===== src/rtl/morse_pkg.sv =====
// Shared constants and types for the Morse symbol sequencer.
package morse_pkg;

  // Front-end pulse codes (2'b11 is ignored).
  localparam logic [1:0] SIG_NONE = 2'b00;
  localparam logic [1:0] SIG_DOT  = 2'b01;
  localparam logic [1:0] SIG_DASH = 2'b10;

  // Sequencer states.
  typedef enum logic [1:0] {
    IDLE    = 2'd0,
    COLLECT = 2'd1,
    PENDING = 2'd2
  } state_t;

  // Default timing and sizing.
  localparam int unsigned DEF_MAX_SYMBOLS = 5;
  localparam int unsigned DEF_LETTER_GAP  = 3000;
  localparam int unsigned DEF_WORD_GAP    = 7000;
  localparam int unsigned DEF_CNT_W       = 16;

  // Width of the symbol-count field.
  localparam int unsigned LEN_W = 3;

  // Decoder fallback for unknown or overflowed characters ('?').
  localparam logic [7:0] ASCII_UNKNOWN = 8'h3F;

endpackage


===== src/rtl/morse_ascii_lut.sv =====
// Combinational (len, pattern) -> ASCII decoder for A-Z and 0-9.
// Pattern bit i is symbol i (1 = dash); unknown patterns and errors give '?'.
module morse_ascii_lut
  import morse_pkg::*;
#(
  parameter int unsigned MAX_SYMBOLS = DEF_MAX_SYMBOLS
) (
  input  logic [LEN_W-1:0]       len,
  input  logic [MAX_SYMBOLS-1:0] bits,
  input  logic                   err,
  output logic [7:0]             ascii_c
);

  logic [7:0] pat_c;

  assign pat_c = 8'(bits);

  // Table lookup keyed first on length, then on the dash pattern.
  always_comb begin
    ascii_c = ASCII_UNKNOWN;
    if (!err) begin
      unique case (len)
        3'd1: begin
          unique case (pat_c)
            8'd0:    ascii_c = 8'h45; // E
            8'd1:    ascii_c = 8'h54; // T
            default: ascii_c = ASCII_UNKNOWN;
          endcase
        end
        3'd2: begin
          unique case (pat_c)
            8'd0:    ascii_c = 8'h49; // I
            8'd1:    ascii_c = 8'h4E; // N
            8'd2:    ascii_c = 8'h41; // A
            8'd3:    ascii_c = 8'h4D; // M
            default: ascii_c = ASCII_UNKNOWN;
          endcase
        end
        3'd3: begin
          unique case (pat_c)
            8'd0:    ascii_c = 8'h53; // S
            8'd1:    ascii_c = 8'h44; // D
            8'd2:    ascii_c = 8'h52; // R
            8'd3:    ascii_c = 8'h47; // G
            8'd4:    ascii_c = 8'h55; // U
            8'd5:    ascii_c = 8'h4B; // K
            8'd6:    ascii_c = 8'h57; // W
            8'd7:    ascii_c = 8'h4F; // O
            default: ascii_c = ASCII_UNKNOWN;
          endcase
        end
        3'd4: begin
          unique case (pat_c)
            8'd0:    ascii_c = 8'h48; // H
            8'd1:    ascii_c = 8'h42; // B
            8'd2:    ascii_c = 8'h4C; // L
            8'd3:    ascii_c = 8'h5A; // Z
            8'd4:    ascii_c = 8'h46; // F
            8'd5:    ascii_c = 8'h43; // C
            8'd6:    ascii_c = 8'h50; // P
            8'd8:    ascii_c = 8'h56; // V
            8'd9:    ascii_c = 8'h58; // X
            8'd11:   ascii_c = 8'h51; // Q
            8'd13:   ascii_c = 8'h59; // Y
            8'd14:   ascii_c = 8'h4A; // J
            default: ascii_c = ASCII_UNKNOWN;
          endcase
        end
        3'd5: begin
          unique case (pat_c)
            8'd31:   ascii_c = 8'h30; // 0
            8'd30:   ascii_c = 8'h31; // 1
            8'd28:   ascii_c = 8'h32; // 2
            8'd24:   ascii_c = 8'h33; // 3
            8'd16:   ascii_c = 8'h34; // 4
            8'd0:    ascii_c = 8'h35; // 5
            8'd1:    ascii_c = 8'h36; // 6
            8'd3:    ascii_c = 8'h37; // 7
            8'd7:    ascii_c = 8'h38; // 8
            8'd15:   ascii_c = 8'h39; // 9
            default: ascii_c = ASCII_UNKNOWN;
          endcase
        end
        default: ascii_c = ASCII_UNKNOWN;
      endcase
    end
  end

endmodule


===== src/rtl/morse_symbol_sequencer.sv =====
// Groups dot/dash pulses into Morse characters using idle-gap timing and
// presents them on a valid/ready handshake; also flags word gaps and overrun.
// Optional ASCII output (char_ascii) when MORSE_ASCII_DECODE_EN is defined.
module morse_symbol_sequencer
  import morse_pkg::*;
#(
  parameter int unsigned MAX_SYMBOLS = DEF_MAX_SYMBOLS,
  parameter int unsigned LETTER_GAP  = DEF_LETTER_GAP,
  parameter int unsigned WORD_GAP    = DEF_WORD_GAP,
  parameter int unsigned CNT_W       = DEF_CNT_W
) (
  input  logic                   clk,
  input  logic                   rst_n,
  input  logic [1:0]             morse_signal,
  output logic                   sym_valid,
  input  logic                   sym_ready,
  output logic [LEN_W-1:0]       sym_len,
  output logic [MAX_SYMBOLS-1:0] sym_bits,
  output logic                   sym_err,
  output logic                   word_gap,
  output logic                   overrun,
  output logic                   busy
`ifdef MORSE_ASCII_DECODE_EN
  ,
  output logic [7:0]             char_ascii
`endif
);

  localparam logic [CNT_W-1:0] LG_C    = CNT_W'(LETTER_GAP);
  localparam logic [CNT_W-1:0] WG_C    = CNT_W'(WORD_GAP);
  localparam logic [LEN_W-1:0] MAX_LEN = LEN_W'(MAX_SYMBOLS);

  state_t                 state_q, state_d;
  logic [CNT_W-1:0]       cnt_q, cnt_d;
  logic [LEN_W-1:0]       len_q, len_d;
  logic [MAX_SYMBOLS-1:0] bits_q, bits_d;
  logic                   err_q, err_d;
  logic                   armed_q, armed_d;

  logic                   valid_d;
  logic [LEN_W-1:0]       len_o_d;
  logic [MAX_SYMBOLS-1:0] bits_o_d;
  logic                   err_o_d;
  logic                   word_gap_d;
  logic                   overrun_d;
  logic                   busy_d;

  logic                   sym_c;
  logic                   is_dash_c;
  logic [MAX_SYMBOLS-1:0] dash_bits_c;
  logic                   xfer_c;
  logic                   gap_hit_c;

  assign is_dash_c   = (morse_signal == SIG_DASH);
  assign sym_c       = (morse_signal == SIG_DOT) || is_dash_c;
  assign dash_bits_c = MAX_SYMBOLS'(is_dash_c);
  assign xfer_c      = sym_valid && sym_ready;
  assign gap_hit_c   = (cnt_q == LG_C);

`ifdef MORSE_ASCII_DECODE_EN
  logic [7:0] ascii_c;
  logic [7:0] ascii_d;

  morse_ascii_lut #(
    .MAX_SYMBOLS(MAX_SYMBOLS)
  ) u_lut (
    .len    (len_q),
    .bits   (bits_q),
    .err    (err_q),
    .ascii_c(ascii_c)
  );
`endif

  // State register.
  always_ff @(posedge clk or negedge rst_n) begin
    if (!rst_n) state_q <= IDLE;
    else        state_q <= state_d;
  end

  // Next-state logic.
  always_comb begin
    state_d = state_q;
    unique case (state_q)
      IDLE:    if (sym_c) state_d = COLLECT;
      COLLECT: if (!sym_c && gap_hit_c) state_d = PENDING;
      PENDING: if (xfer_c) state_d = sym_c ? COLLECT : IDLE;
      default: state_d = IDLE;
    endcase
  end

  // Datapath and output next values.
  always_comb begin
    cnt_d      = cnt_q;
    len_d      = len_q;
    bits_d     = bits_q;
    err_d      = err_q;
    armed_d    = armed_q;
    valid_d    = sym_valid;
    len_o_d    = sym_len;
    bits_o_d   = sym_bits;
    err_o_d    = sym_err;
    word_gap_d = 1'b0;
    overrun_d  = overrun;
    busy_d     = (state_d != IDLE);
`ifdef MORSE_ASCII_DECODE_EN
    ascii_d    = char_ascii;
`endif

    // Free-running gap counter, saturating at the word gap.
    if (cnt_q < WG_C) cnt_d = cnt_q + CNT_W'(1);

    // Single word-gap pulse per emitted character.
    if (armed_q && (cnt_q == WG_C)) begin
      word_gap_d = 1'b1;
      armed_d    = 1'b0;
    end

    unique case (state_q)
      IDLE: begin
        if (sym_c) begin
          cnt_d  = '0;
          len_d  = LEN_W'(1);
          bits_d = dash_bits_c;
          err_d  = 1'b0;
        end
      end
      COLLECT: begin
        if (sym_c) begin
          cnt_d = '0;
          if (len_q < MAX_LEN) begin
            bits_d = bits_q | (dash_bits_c << len_q);
            len_d  = len_q + LEN_W'(1);
          end else begin
            err_d = 1'b1;
          end
        end else if (gap_hit_c) begin
          valid_d  = 1'b1;
          len_o_d  = len_q;
          bits_o_d = bits_q;
          err_o_d  = err_q;
          armed_d  = 1'b1;
`ifdef MORSE_ASCII_DECODE_EN
          ascii_d  = ascii_c;
`endif
        end
      end
      PENDING: begin
        if (xfer_c) begin
          valid_d  = 1'b0;
          len_o_d  = '0;
          bits_o_d = '0;
          err_o_d  = 1'b0;
`ifdef MORSE_ASCII_DECODE_EN
          ascii_d  = 8'h00;
`endif
          if (sym_c) begin
            cnt_d  = '0;
            len_d  = LEN_W'(1);
            bits_d = dash_bits_c;
            err_d  = 1'b0;
          end else begin
            len_d  = '0;
            bits_d = '0;
            err_d  = 1'b0;
          end
        end else if (sym_c) begin
          overrun_d = 1'b1;
        end
      end
      default: ;
    endcase
  end

  // Datapath and output registers.
  always_ff @(posedge clk or negedge rst_n) begin
    if (!rst_n) begin
      cnt_q      <= '0;
      len_q      <= '0;
      bits_q     <= '0;
      err_q      <= 1'b0;
      armed_q    <= 1'b0;
      sym_valid  <= 1'b0;
      sym_len    <= '0;
      sym_bits   <= '0;
      sym_err    <= 1'b0;
      word_gap   <= 1'b0;
      overrun    <= 1'b0;
      busy       <= 1'b0;
`ifdef MORSE_ASCII_DECODE_EN
      char_ascii <= 8'h00;
`endif
    end else begin
      cnt_q      <= cnt_d;
      len_q      <= len_d;
      bits_q     <= bits_d;
      err_q      <= err_d;
      armed_q    <= armed_d;
      sym_valid  <= valid_d;
      sym_len    <= len_o_d;
      sym_bits   <= bits_o_d;
      sym_err    <= err_o_d;
      word_gap   <= word_gap_d;
      overrun    <= overrun_d;
      busy       <= busy_d;
`ifdef MORSE_ASCII_DECODE_EN
      char_ascii <= ascii_d;
`endif
    end
  end

endmodule


===== config.mk =====
export PLATFORM = sky130hd
export DESIGN_NAME = morse_symbol_sequencer
export DESIGN_NICKNAME = d
export VERILOG_FILES = /design/src/rtl/morse_pkg.sv /design/src/rtl/morse_ascii_lut.sv /design/src/rtl/morse_symbol_sequencer.sv
export SDC_FILE = /design/constraint.sdc
export NUM_CORES = 1
export LEC_CHECK = 0
export ABC_AREA = 1
export BUFFER_PORTS_ARGS = -buffer_cell sky130_fd_sc_hd__buf_2
export CAP_MARGIN = 20
export CORE_MARGIN = 5
export CORE_UTILIZATION = 60
export DETAILED_ROUTE_END_ITERATION = 8
export PLACE_DENSITY = 0.8
export SYNTH_ARGS = -nofsm -noshare
export SYNTH_HDL_FRONTEND = slang
export SYNTH_HIERARCHICAL = 1
export SYNTH_SLANG_ARGS = --single-unit

===== constraint.sdc =====
create_clock -name clk -period 2.5 [get_ports clk]
set_clock_uncertainty 0.15 [all_clocks]
set_input_delay 0.5 -clock clk [delete_from_list [all_inputs] [get_ports clk]]
set_output_delay 0.5 -clock clk [all_outputs]
set_load 0.02 [all_outputs]

# == Yosys cells after proc, flatten, opt, wreduce, memory -nomap -nowiden ==
# Index checks and enable logic that the tools add are counted.
# totals
reg_bits,41
input_bits,5
out_inout_bits,13
elab_cells,92
# classes
addsub,2
order_cmp,2
n_eq_ne,13
shifts,1
n_mux,45
bitwise,2
reduce_logical,14
# ops
operator,count
2-to-1 mux 16 bit,3
2-to-1 mux 5 bit,7
case mux 16 bit (2 select lines),1
2-to-1 mux 3 bit,7
"adder 16 x 1 -> 16 bit, second input constant",1
"== test 16 x 12 -> 1 bit, second input constant",1
"== test 16 x 13 -> 1 bit, second input constant",1
"less-than comparator 16 x 13 -> 1 bit, second input constant",1
2-to-1 mux 1 bit,16
case mux 5 bit (3 select lines),1
"!= test 2 bit, second input constant",7
case mux 5 bit (2 select lines),1
AND reduction 5 bit,2
case mux 3 bit (3 select lines),1
2-to-1 mux 2 bit,3
case mux 2 bit (3 select lines),1
case mux 3 bit (2 select lines),1
OR 5 bit,1
left shift 1 x 3 -> 5 bit,1
"== test 2 x 1 -> 1 bit, second input constant",2
"== test 2 bit, second input constant",2
case mux 1 bit (2 select lines),2
AND reduction 4 bit,1
nonzero test 2 bit,2
11 further kinds,13

# == Logic depth before layout (Yosys ltp) ==
# Gate-level depths: netlist (run 1).
# depth
ltp_word,7
mapped_depth,10
ltp_nobuf,10

# == Least setup slack after synthesis (run 1) ==
# Ideal clock, no wire load.
# synth_path
path_type,input to register
from,input port morse_signal[0]
to,register cnt_q[1]
setup_ns,0.117
t_arrival_ns,1.612
required_time_ns,2.233
path_slack_ns,0.621
cell_stages,9
path_buffers,1
cell_sequence,inv_1 ha_1 nand2_1 nand3_1 a21oi_2 inv_2 buf_4 o21ai_1 nor2_1
# synth_via
elab_chain_len,5
word_cells_on_any_way,6
cone_classes,eq/ne (2); mux (3); reduce/logical (1)
# synth_rtl
element,line,text
"start, declared",morse_symbol_sequencer.sv:14,"input logic [1:0] morse_signal,"
== test 2 x 1 -> 1 bit / == test 2 bit (equally long branches),"morse_symbol_sequencer.sv:55, morse_symbol_sequencer.sv:54",
logical OR 1 bit *,morse_symbol_sequencer.sv:55,assign sym_c = (morse_signal == SIG_DOT) || is_dash_c;
2-to-1 mux 16 bit *,"morse_symbol_sequencer.sv:120, morse_symbol_sequencer.sv:128, morse_symbol_sequencer.sv:156",
2-to-1 mux 16 bit,morse_symbol_sequencer.sv:148,if (xfer_c) begin
case mux 16 bit (2 select lines) *,morse_symbol_sequencer.sv:118,unique case (state_q)
net cnt_d[1],morse_symbol_sequencer.sv:34,"logic [CNT_W-1:0] cnt_q, cnt_d;"
"end signal, assigned",morse_symbol_sequencer.sv:193,cnt_q <= cnt_d;
"end, declared",morse_symbol_sequencer.sv:34,
# Mark *: on every way through the listed nets, which the timed path passes. The rest lies on a longest branch.
# A chain may end at the register's enable or synchronous reset.

# == Final worst setup path (run 1) ==
# layout_path
from,register state_q[1]
to,register bits_q[0]
# layout_via
elab_chain_len,3
word_cells_on_any_way,10
cone_classes,eq/ne (6); mux (1); reduce/logical (3)
# layout_rtl
element,line,text
"start, declared",morse_symbol_sequencer.sv:33,"state_t state_q, state_d;"
"start signal, assigned",morse_symbol_sequencer.sv:77,else state_q <= state_d;
== test 2 x 1 -> 1 bit (tied with other cells),morse_symbol_sequencer.sv:118,
!= test 2 bit (no line) / nonzero test 3 bit (equally long branches),-,
AND reduction 5 bit (no line),-,
"end signal, assigned",morse_symbol_sequencer.sv:195,bits_q <= bits_d;
"end, declared",morse_symbol_sequencer.sv:36,"logic [MAX_SYMBOLS-1:0] bits_q, bits_d;"
# Several ways; a longest one is shown, not always the timed one.

==> flow_metrics.env, run 1 <==
export IMPL_rsz0062_at_grt="no"
export IMPL_timing_final_crit_share_pct=77.4
export IMPL_worstMarginPinSlew_ns=0.372
export IMPL_worstHoldStart="overrun"
export IMPL_cts_buffer_depth=2
export IMPL_drt_iter0_markers=125
export IMPL_ios=18
export IMPL_h_tree_depth=2
export IMPL_period_minus_slack_ns=1.93
export IMPL_r2r_start="state_q[1]"
export IMPL_synth_area_per_cell_um2=8.10
export IMPL_placed_area_mm2=0.00248
export IMPL_met1_usage_pct=27.5
export IMPL_crit_path_start_kind="flop"
export IMPL_drtAntennaViolNets=0
export IMPL_drv_cap=0
export IMPL_reg2reg_depth=8
export IMPL_seq_area_frac_synth_pct=43.4
export IMPL_cp_arrival_ns=1.97
export IMPL_insertedDiodeCount=0
export IMPL_end_kind="flop"
export IMPL_synthMuxAreaShare_pct=0
export IMPL_chipWidth_um=72.8
export IMPL_drt_wl_total_mm=4.66
export IMPL_start_util_pct=63.2
export IMPL_grt_pass1_vias=1824
export IMPL_fin_nets=327
export IMPL_hold_depth=1
export IMPL_grt_overflow=0
export IMPL_syn_to_final_growth_pct=10.0
export IMPL_dieArea_mm2=0.00530
export IMPL_clock_latency_ns=0.30
export IMPL_synthCells=292
export IMPL_yosysWarnings=6
export IMPL_ys_seq_elements=41
export IMPL_synth_edf_count=0
export IMPL_setup_viol=0
export IMPL_place_congestion=0.874
export IMPL_cts_tree="yes"
export IMPL_p_per_area_mw_per_mm2=740
export IMPL_reg2reg_to="bits_q[0]"
export IMPL_dp_hpwl_mm=3.45
export IMPL_cp_data_required_time_ns=2.53
export IMPL_grtUsageTotal_pct=19.6
export IMPL_slew_headroom_pct=75.2
export IMPL_cts_root_buf="clkbuf_8"
export IMPL_grt_max_degree=17
export IMPL_drc=0
export IMPL_reg2reg_slack_ns=0.57
export IMPL_synthSimpleGateAreaFrac_pct=34.1
export IMPL_busiest_layer="met2"
export IMPL_clk_pin_slew_ns=0.08
export IMPL_synth_compound_area_share_pct=8.04
export IMPL_synth_top_family_by_area="simple AND/OR/NAND/NOR gates"
export IMPL_status="finished clean"
export IMPL_drive_above_1_share_pct=22.9
export IMPL_synth_xor_area_share_pct=0.370
export IMPL_min_delay_path_class="flop to flop"
export IMPL_hold_ws_ns=0.318
export IMPL_met3_usage_pct=4.27
export IMPL_rows=22
export IMPL_finalSetupTns_ns=0
export IMPL_antenna_found_initial=0
export IMPL_path_class="flop to flop"
export IMPL_final_common_cell="nand2_1"
export IMPL_design_area_mm2=0.00260
export IMPL_cts_sinks=41
export IMPL_syn_num_nets=305
export IMPL_syn_cell_area_mm2=0.00236
export IMPL_cts_inserted_buffers=5
export IMPL_hold_end="overrun"
export IMPL_grt_pass1_wl_mm=8.17
export IMPL_max_freq_ghz=0.517
export IMPL_grt_use_met2_pct=30.7
export IMPL_first_pass_iters=4
export IMPL_ir_worst_vdd_v=0.000496
export IMPL_core_area_mm2=0.00374
export IMPL_dieHeight_um=72.8
export IMPL_final_max_slew_viol_count=0
export IMPL_yosys_cell_types_count=33
export IMPL_avgRoutedWirePerCell_um=12.8
export IMPL_most_common_layout_cells="55 x nand2_1, 41 x dfrtp_1, 36 x inv_1, 35 x nor2_1"
export IMPL_hold_viol=0
export IMPL_routed_via_density=5.27
export IMPL_async_flop_share_pct=100
export IMPL_ys_flop_type="dfrtp_1"
export IMPL_vias=1914
export IMPL_yosys_area_share_adder_pct=4.23
export IMPL_port_buffers=17
export IMPL_critPathMaxFanout=10
export IMPL_cellLeakagePower_nw=1.29
[repair_timing]
| item | CTS | global route |
|---|---|---|
| buffers inserted | 0 | 0 |
| hold buffers | 1 | 0 |
| endpoints found under the hold margin | 12 | 0 |
| gates resized for setup | 0 | 0 |
[layer usage]
layer	up-vias	share of wire, %
li1	972	-
met1	888	48
met2	43	46
met3	11	4.2
met4	0	1.4
met5	-	0
[report_power, final]
group / total, mW / internal, mW / switching, mW
Combinational: 0.554 / 0.173 / 0.381
Sequential: 0.829 / 0.748 / 0.0807
Clock: 0.541 / 0.299 / 0.242
Total: 1.92 / 1.22 / 0.704
[area by class of cell]
| class | count | area (µm²) |
|---|---|---|
| Timing Repair Buffer | 20 | 110 |
| Tap cell | 48 | 60.1 |
| Inverter | 49 | 185 |
| Clock buffer | 5 | 68.8 |
| Clock inverter | 3 | 46.3 |
| Multi-Input combinational cell | 197 | 1100 |
| Sequential cell | 41 | 1030 |
| Fill cell | 323 | 1140 |
[kinds of logic after synthesis]
logic type / count (synthesis)
adders and majority gates: 8
buffers and inverters: 54
xor gates and xnor gates: 1
AOI/OAI and AO/OA: 35
DFF: 41
and+or+nand+nor: 153
[critical path, cell delays in order (launching register included)]
cell	delay, ns
dfrtp_1	0.39
inv_1	0.09
ha_1	0.32
nand2_1	0.15
nand4_2	0.16
nor2_4	0.24
inv_2	0.10
o21ai_1	0.14
o21ai_1	0.09
[cells in the mapped netlist, types with 2 or more instances]
cell type / n / area share, %
a21oi_1: 8 / 1.7
buf_4: 2 / 0.63
buf_6: 3 / 1.4
clkinv_1: 2 / 0.32
dfrtp_1: 41 / 43
ha_1: 8 / 4.2
inv_1: 36 / 5.7
inv_2: 10 / 1.6
nand2_1: 55 / 8.7
nand2_2: 7 / 1.9
nand3_1: 17 / 3.6
nand3_2: 6 / 2.5
nand4_1: 12 / 3.2
nor2_1: 35 / 5.6
nor2_2: 8 / 2.1
nor2_4: 5 / 2.4
o21ai_0: 11 / 2.3
o21ai_1: 11 / 2.3
[sequential cells by signal, indices dropped and copies added, names as in the netlist, 2 cells and up]
name	flops
sym_bits	5
cnt_q	16
state_q	2
sym_len	3
bits_q	5
len_q	3
[worst max path at each step]
stage,startpoint,end,depth (start not counted)
floorplan,morse_signal[0],cnt_q[1],9
global placement,morse_signal[0],bits_q[1],9
detailed placement,morse_signal[0],bits_q[0],9
CTS,state_q[1],bits_q[0],8
global route,state_q[1],bits_q[0],8
finish,state_q[1],bits_q[0],8
[per-stage QoR]
stage / setup slack (ns) / std cells / total power, mW / utilization, %
3_3_place_gp: 0.429 / 354 / 1.36 / 66.1
4_1_cts: 0.567 / 363 / 1.93 / 69.5
2_1_floorplan: 0.621 / 292 / 1.27 / -
3_5_place_dp: 0.368 / 354 / 1.38 / 66.1
5_1_grt: 0.424 / 363 / 2.05 / 69.5
6_report: 0.565 / 363 / 1.92 / 69.5
Note: power is estimated with default switching activity, not from simulation.
==> run 2: changes to the inputs <==
--- a/config.mk
+++ b/config.mk
@@ -5,13 +5,13 @@
 export SDC_FILE = /design/constraint.sdc
 export NUM_CORES = 1
 export LEC_CHECK = 0
-export ABC_AREA = 1
+export ABC_AREA = 0
 export BUFFER_PORTS_ARGS = -buffer_cell sky130_fd_sc_hd__buf_2
 export CAP_MARGIN = 20
 export CORE_MARGIN = 5
-export CORE_UTILIZATION = 60
+export CORE_UTILIZATION = 59
 export DETAILED_ROUTE_END_ITERATION = 8
-export PLACE_DENSITY = 0.8
+export PLACE_DENSITY = 0.79
 export SYNTH_ARGS = -nofsm -noshare
 export SYNTH_HDL_FRONTEND = slang
 export SYNTH_HIERARCHICAL = 1
==> constraint.sdc (replaced) <==
create_clock -name clk -period 2 [get_ports clk]
set_clock_uncertainty 0.15 [all_clocks]
set_input_delay 0.4 -clock clk [delete_from_list [all_inputs] [get_ports clk]]
set_output_delay 0.4 -clock clk [all_outputs]
set_load 0.02 [all_outputs]
==> flow_metrics.env, run 2 <==
export IMPL_status="finished with violations"
export IMPL_violations="negative setup slack"
export IMPL_p_sw_uw=362
export IMPL_worstHoldStart="sym_ready"
export IMPL_clk_pin_slew_ns=0.08
export IMPL_dr_wl_met2_mm=2.43
export IMPL_chipWidth_um=70.4
export IMPL_highest_layer="met4"
export IMPL_port_buffers=17
export IMPL_end_kind="flop"
export IMPL_multi_input_area_mm2=0.00112
export IMPL_cp_data_required_time_ns=2.03
export IMPL_critPathMaxFanout=5
export IMPL_setup_viol=6
export IMPL_min_delay_path_class="primary input to flop"
export IMPL_core_area_mm2=0.00361
export IMPL_rows=22
export IMPL_dieHeight_um=70.4
export IMPL_cts_sinks=41
export IMPL_syn_num_nets=221
export IMPL_syn_cell_area_mm2=0.00216
export IMPL_worstMarginPinSlew_ns=0.518
export IMPL_max_flop_register="cnt_q"
export IMPL_ys_flop_type="dfrtp_1"
export IMPL_grt_overflow=0
export IMPL_synth_area_per_cell_um2=10.4
export IMPL_p_per_area_mw_per_mm2=559
export IMPL_drive_above_1_share_pct=29.1
export IMPL_reg2reg_depth=7
export IMPL_seq_area_frac_synth_pct=47.6
export IMPL_final_max_slew_viol_count=0
export IMPL_vias=1770
export IMPL_grt_max_degree=24
export IMPL_grtUsageTotal_pct=20.0
export IMPL_p_comb_share_pct=9.3
export IMPL_first_pass_iters=4
export IMPL_r2r_start="state_q[0]"
export IMPL_netlist_top_cells_area="dfrtp_1 48%, ha_1 4.6%, mux2i_1 4.6%, o2bb2ai_1 3.7%, xnor2_1 3.3%"
export IMPL_hold_depth=2
export IMPL_slew_headroom_pct=65.5
export IMPL_synthCells=208
export IMPL_p_int_mw=1.15
export IMPL_hold_end="sym_valid"
export IMPL_synth_top_area_share_pct=47.6
export IMPL_ios=18
export IMPL_drt_iter0_markers=101
export IMPL_yosysMostFrequentCell="dfrtp_1"
export IMPL_final_common_cell="dfrtp_1"
export IMPL_wl_met3_um=192
export IMPL_post_route_util_pct=74.8
export IMPL_synth_area_leader_cell="dfrtp_1"
export IMPL_drt_wl_total_mm=4.87
export IMPL_routed_via_density=5.73
export IMPL_cellLeakagePower_nw=1.34
export IMPL_dp_hpwl_mm=3.43
export IMPL_fin_nets=273
export IMPL_clkPwrFrac_pct=34.7
export IMPL_syn_to_final_growth_pct=25.1
export IMPL_avgRoutedWirePerCell_um=15.8
export IMPL_largest_reg_flops=16
export IMPL_start_util_pct=59.8
export IMPL_wl_met1_mm=2.14
export IMPL_drv_cap=0
export IMPL_drc=0
export IMPL_ir_worst_vdd_v=0.000517
export IMPL_most_common_layout_cells="40 x dfrtp_1, 30 x buf_4, 17 x buf_2, 14 x nor2_1, 12 x nand2_1"
export IMPL_nFillCells=249
export IMPL_seq_power_share_pct=56.1
export IMPL_antenna_found_initial=0
export IMPL_async_flop_share_pct=100
export IMPL_period_minus_slack_ns=2.08
export IMPL_rsz0062_at_grt="yes"
export IMPL_yosys_cell_types_count=45
export IMPL_cts_inserted_buffers=5
export IMPL_cts_root_buf="clkbuf_8"
export IMPL_cts_tree="yes"
export IMPL_clock_latency_ns=0.29
export IMPL_power_mw=1.51
export IMPL_place_congestion=0.925
export IMPL_hold_viol=0
export IMPL_cp_arrival_ns=2.10
export IMPL_crit_path_start_kind="flop"
export IMPL_max_freq_ghz=0.482
export IMPL_fin_ws_ns=-0.0756
export IMPL_synth_edf_count=0
export IMPL_reg2reg_to="bits_q[0]"
export IMPL_insertedDiodeCount=0
export IMPL_ys_seq_elements=41
export IMPL_yosysWarnings=6
export IMPL_swShare_pct=24.0
export IMPL_reg2reg_slack_ns=-0.08
export IMPL_grt_pass1_wl_mm=7.91
export IMPL_dieArea_mm2=0.00496
export IMPL_synth_commonest_cells="41 x dfrtp_1, 14 x nor2_1, 13 x inv_1"
export IMPL_timing_final_crit_share_pct=104
export IMPL_cts_buffer_depth=2
export IMPL_drtAntennaViolNets=0
export IMPL_h_tree_depth=2
export IMPL_seq_area_mm2=0.00103
export IMPL_top_regs="cnt_q (16), bits_q (5), sym_bits (5)"
export IMPL_grt_pass1_vias=1685
export IMPL_path_class="flop to flop"
## run 2: changes by cell type after synthesis, moves of 9 or more
cell       change
nand2_1       -43
mux2i_1       +10
nand4_1        -9
inv_2         -10
nor2_1        -21
o21ai_1       -10
inv_1         -23
o2bb2ai_1      +9
## run 2: logic make-up (layout without fill, tap and decap cells)
kind of cell	after synthesis	in the layout	share of synthesized area, %
flip-flops	41	41	47.6
multiplexers	10	10	4.64
AO/OA/AOI/OAI	57	57	20.0
XOR/XNOR	8	8	3.25
AND/OR/NAND/NOR	65	65	16.0
buffers and inverters	19	72	3.95
adder cells (fa/ha/maj)	8	8	4.64
## run 2: final cells by class
type / instances / share of cell area, %
Clock buffer: 6 / 2.69
Inverter: 13 / 1.81
Sequential cell: 41 / 38.1
Timing Repair Buffer: 51 / 13.5
Clock inverter: 2 / 0.371
Tap cell: 48 / 2.23
Multi-Input combinational cell: 148 / 41.4
## run 2: what timing repair did
action / 4_1_cts / 5_1_grt
gates cloned: 0 / 0
hold buffers: 1 / 0
resized for setup: 10 / 7
pin swaps: 4 / 3
endpoints found under the hold margin: 21 / 0
setup endpoints to repair: 17 / 19
buffers inserted: 1 / 4
## run 2: worst max path at each step
| stage | start | endpoint | slack (ns) | cells past startpoint |
|---|---|---|---|---|
| after floorplan | state_q[1] | bits_q[0] | -0.13 | 8 |
| final | state_q[0] | bits_q[0] | -0.08 | 7 |
| after global routing | state_q[0] | bits_q[0] | -0.12 | 7 |
| after CTS | state_q[1] | bits_q[0] | -0.04 | 7 |
| after detailed placement | morse_signal[0] | sym_bits[4] | -0.25 | 8 |
| after global placement | morse_signal[0] | sym_len[0] | -0.17 | 8 |
## run 2: metrics by stage
step                cell area, µm²  std cells  setup TNS (ns)  setup slack, ns  hold WS (ns)
floorplan                     2160        208          -0.700           -0.131       -0.0456
global placement              2480        295           -2.66           -0.167         0.238
detailed placement            2480        295           -3.86           -0.247         0.245
CTS                           2610        305          -0.195          -0.0432         0.206
global route                  2700        309          -0.940           -0.117         0.233
finish                        2700        309          -0.322          -0.0756         0.220
## run 2: power groups by stage
| stage | Clock [mW] | Sequential, mW | Combinational (mW) |
|---|---|---|---|
| 5_1_grt | 0.574 | 0.847 | 0.156 |
| 6_report | 0.523 | 0.845 | 0.140 |
| 4_1_cts | 0.537 | 0.845 | 0.123 |
| 2_1_floorplan | 0 | 0.865 | 0.0528 |
| 3_3_place_gp | 0 | 0.861 | 0.118 |
| 3_5_place_dp | 0 | 0.862 | 0.121 |
## run 2: metal layers
layer / vias up / global-route usage [%]
li1: 862 / -
met1: 855 / 25.1
met2: 39 / 33.1
met3: 14 / 4.89
met4: 0 / 7.87
met5: - / 0
## run 2: worst max-delay path, cell delays in order (launching register included)
cell	delay [ns]
dfrtp_2	0.42
inv_2	0.08
ha_4	0.16
o21a_1	0.18
or3_4	0.40
a31oi_4	0.21
a21boi_4	0.28
a21oi_2	0.07
==> run 3: changes to the inputs <==
--- a/config.mk
+++ b/config.mk
@@ -8,7 +8,7 @@
 export ABC_AREA = 0
 export BUFFER_PORTS_ARGS = -buffer_cell sky130_fd_sc_hd__buf_2
 export CAP_MARGIN = 20
-export CORE_MARGIN = 5
+export CORE_MARGIN = 2
 export CORE_UTILIZATION = 59
 export DETAILED_ROUTE_END_ITERATION = 8
 export PLACE_DENSITY = 0.79
==> flow_metrics.env, run 3 (same netlist as run 2, synthesis figures left out) <==
export IMPL_drt_wl_total_mm=5.50
export IMPL_multi_input_area_mm2=0.00114
export IMPL_syn_to_final_growth_pct=24.8
export IMPL_final_common_cell="dfrtp_1"
export IMPL_ir_worst_vdd_v=0.000489
export IMPL_grt_pass1_vias=1801
export IMPL_cp_data_required_time_ns=2.13
export IMPL_start_util_pct=63.1
export IMPL_core_area_mm2=0.00342
export IMPL_vias=1835
export IMPL_most_common_layout_cells="41 x dfrtp_1, 23 x buf_4, 17 x buf_2, 14 x nor2_1, 12 x nand2_1"
export IMPL_drive_above_1_share_pct=28.2
export IMPL_clock_latency_ns=0.36
export IMPL_crit_end="bits_q[4]"
export IMPL_ios=18
export IMPL_grt_pass1_wl_mm=8.67
export IMPL_critPathMaxFanout=4
export IMPL_cp_arrival_ns=2.33
export IMPL_fin_cells=301
export IMPL_cellLeakagePower_nw=1.33
export IMPL_reg2reg_to="bits_q[4]"
export IMPL_h_tree_depth=2
export IMPL_dieArea_mm2=0.00415
export IMPL_cts_tree="yes"
export IMPL_insertedDiodeCount=0
export IMPL_cts_inserted_buffers=5
export IMPL_timing_final_crit_share_pct=110
export IMPL_r2r_start="state_q[1]"
export IMPL_drv_cap=0
export IMPL_port_buffers=17
export IMPL_p_per_area_mw_per_mm2=584
export IMPL_top_regs="cnt_q (16), bits_q (5), sym_bits (5)"
export IMPL_reg2reg_depth=8
export IMPL_dp_hpwl_mm=3.55
export IMPL_status="finished with violations"
export IMPL_clk_pin_slew_ns=0.13
export IMPL_largest_reg_flops=16
export IMPL_hold_viol=0
export IMPL_dp_cells=288
export IMPL_cts_buffer_depth=2
export IMPL_power_mw=1.57
export IMPL_cts_sinks=41
export IMPL_critical_path_max_stage_delay_ns=0.43
export IMPL_setup_viol=8
export IMPL_cp_top_family="simple AND/OR/NAND/NOR gates"
export IMPL_drt_iter0_markers=148
export IMPL_slowest_stage="dfrtp_1"
export IMPL_cp_cell_sequence="inv_2, ha_2, o21a_1, or3_4, a31oi_4, buf_6, a41oi_2, nor2_1"
export IMPL_met3_usage_pct=6.94
export IMPL_nFillCells=207
export IMPL_rows=21
export IMPL_period_minus_slack_ns=2.19
export IMPL_crit_cells=8
export IMPL_min_delay_path_class="primary input to flop"
export IMPL_cts_root_buf="clkbuf_4"
export IMPL_max_freq_ghz=0.456
export IMPL_drtAntennaViolNets=0
export IMPL_met1_usage_pct=34.6
export IMPL_busiest_layer="met2"
export IMPL_grtUsageTotal_pct=27.6
export IMPL_path_buf_inv=2
export IMPL_chipWidth_um=64.4
export IMPL_drc=0
export IMPL_slew_headroom_pct=74.9
export IMPL_antenna_found_initial=0
export IMPL_grt_use_met2_pct=46.6
export IMPL_worstMarginPinSlew_ns=0.377
export IMPL_startpoint="state_q[1]"
export IMPL_reg2reg_slack_ns=-0.19
export IMPL_fin_ws_ns=-0.195
export IMPL_rsz0062_at_grt="yes"
export IMPL_place_congestion=0.898
export IMPL_final_max_slew_viol_count=0
export IMPL_grt_overflow=0
export IMPL_fin_nets=267
export IMPL_crit_path_start_kind="flop"
export IMPL_max_flop_register="cnt_q"
export IMPL_dieHeight_um=64.4
export IMPL_finalSetupTns_ns=-0.995
export IMPL_path_class="flop to flop"
export IMPL_avgRoutedWirePerCell_um=18.3
export IMPL_violations="negative setup slack"
export IMPL_seq_area_mm2=0.00103
export IMPL_routed_via_density=6.10
export IMPL_end_kind="flop"
export IMPL_grt_max_degree=28
export IMPL_first_pass_iters=4
[run 3: changes by cell type in the layout (fill, tap and decap cells not counted), sizes merged]
cell    before  now
buf         50   44
clkinv       2    0
bufinv       0    1
clkbuf       6    7
[run 3: how the worst min path moves through the flow]
stage                   start           to  slack [ns]  cells past startpoint
floorplan               rst_n      armed_q       -0.05                      0
global placement        rst_n  sym_bits[1]        0.18                      1
detailed placement      rst_n    bits_q[4]        0.18                      1
CTS                 sym_ready    sym_valid        0.11                      2
global route        sym_ready    sym_valid        0.10                      2
finish              sym_ready    sym_valid        0.12                      2
[run 3: layout make-up]
cell class	count	area share (%)
clock buffers	7	2.05
inverters	13	1.81
clock inverters	1	1.12
well taps	46	2.14
flip-flops and latches	41	38.1
multi-input cells	148	42.5
repair buffers	45	12.3
[run 3: layer usage]
layer	wire, µm	vias up
met2	2800	73
li1	-	843
met1	2210	900
met4	203	0
met5	0	-
met3	290	19
[run 3: timing repair]
item	in CTS	in global routing
pin swaps	2	4
gates resized for setup	9	14
setup buffers	3	2
setup endpoints to repair	9	27
hold buffers	1	0
hold endpoints to repair	14	0
[run 3: through the flow]
stage / setup slack (ns) / hold WS [ns] / area [µm²] / utilization [%]
finish: -0.195 / 0.121 / 2690 / 78.8
global route: -0.271 / 0.100 / 2690 / 78.8
CTS: -0.0925 / 0.111 / 2600 / 76.0
detailed placement: -0.268 / 0.181 / 2460 / 71.9
global placement: -0.151 / 0.175 / 2460 / 71.9
floorplan: -0.131 / -0.0456 / 2160 / -
[run 3: power breakdown]
part	total [mW]	switching (mW)	leakage, nW	internal (mW)
combinational	0.154	0.0804	0.737	0.0738
sequential	0.846	0.00782	0.544	0.838
clock	0.571	0.272	0.0455	0.298
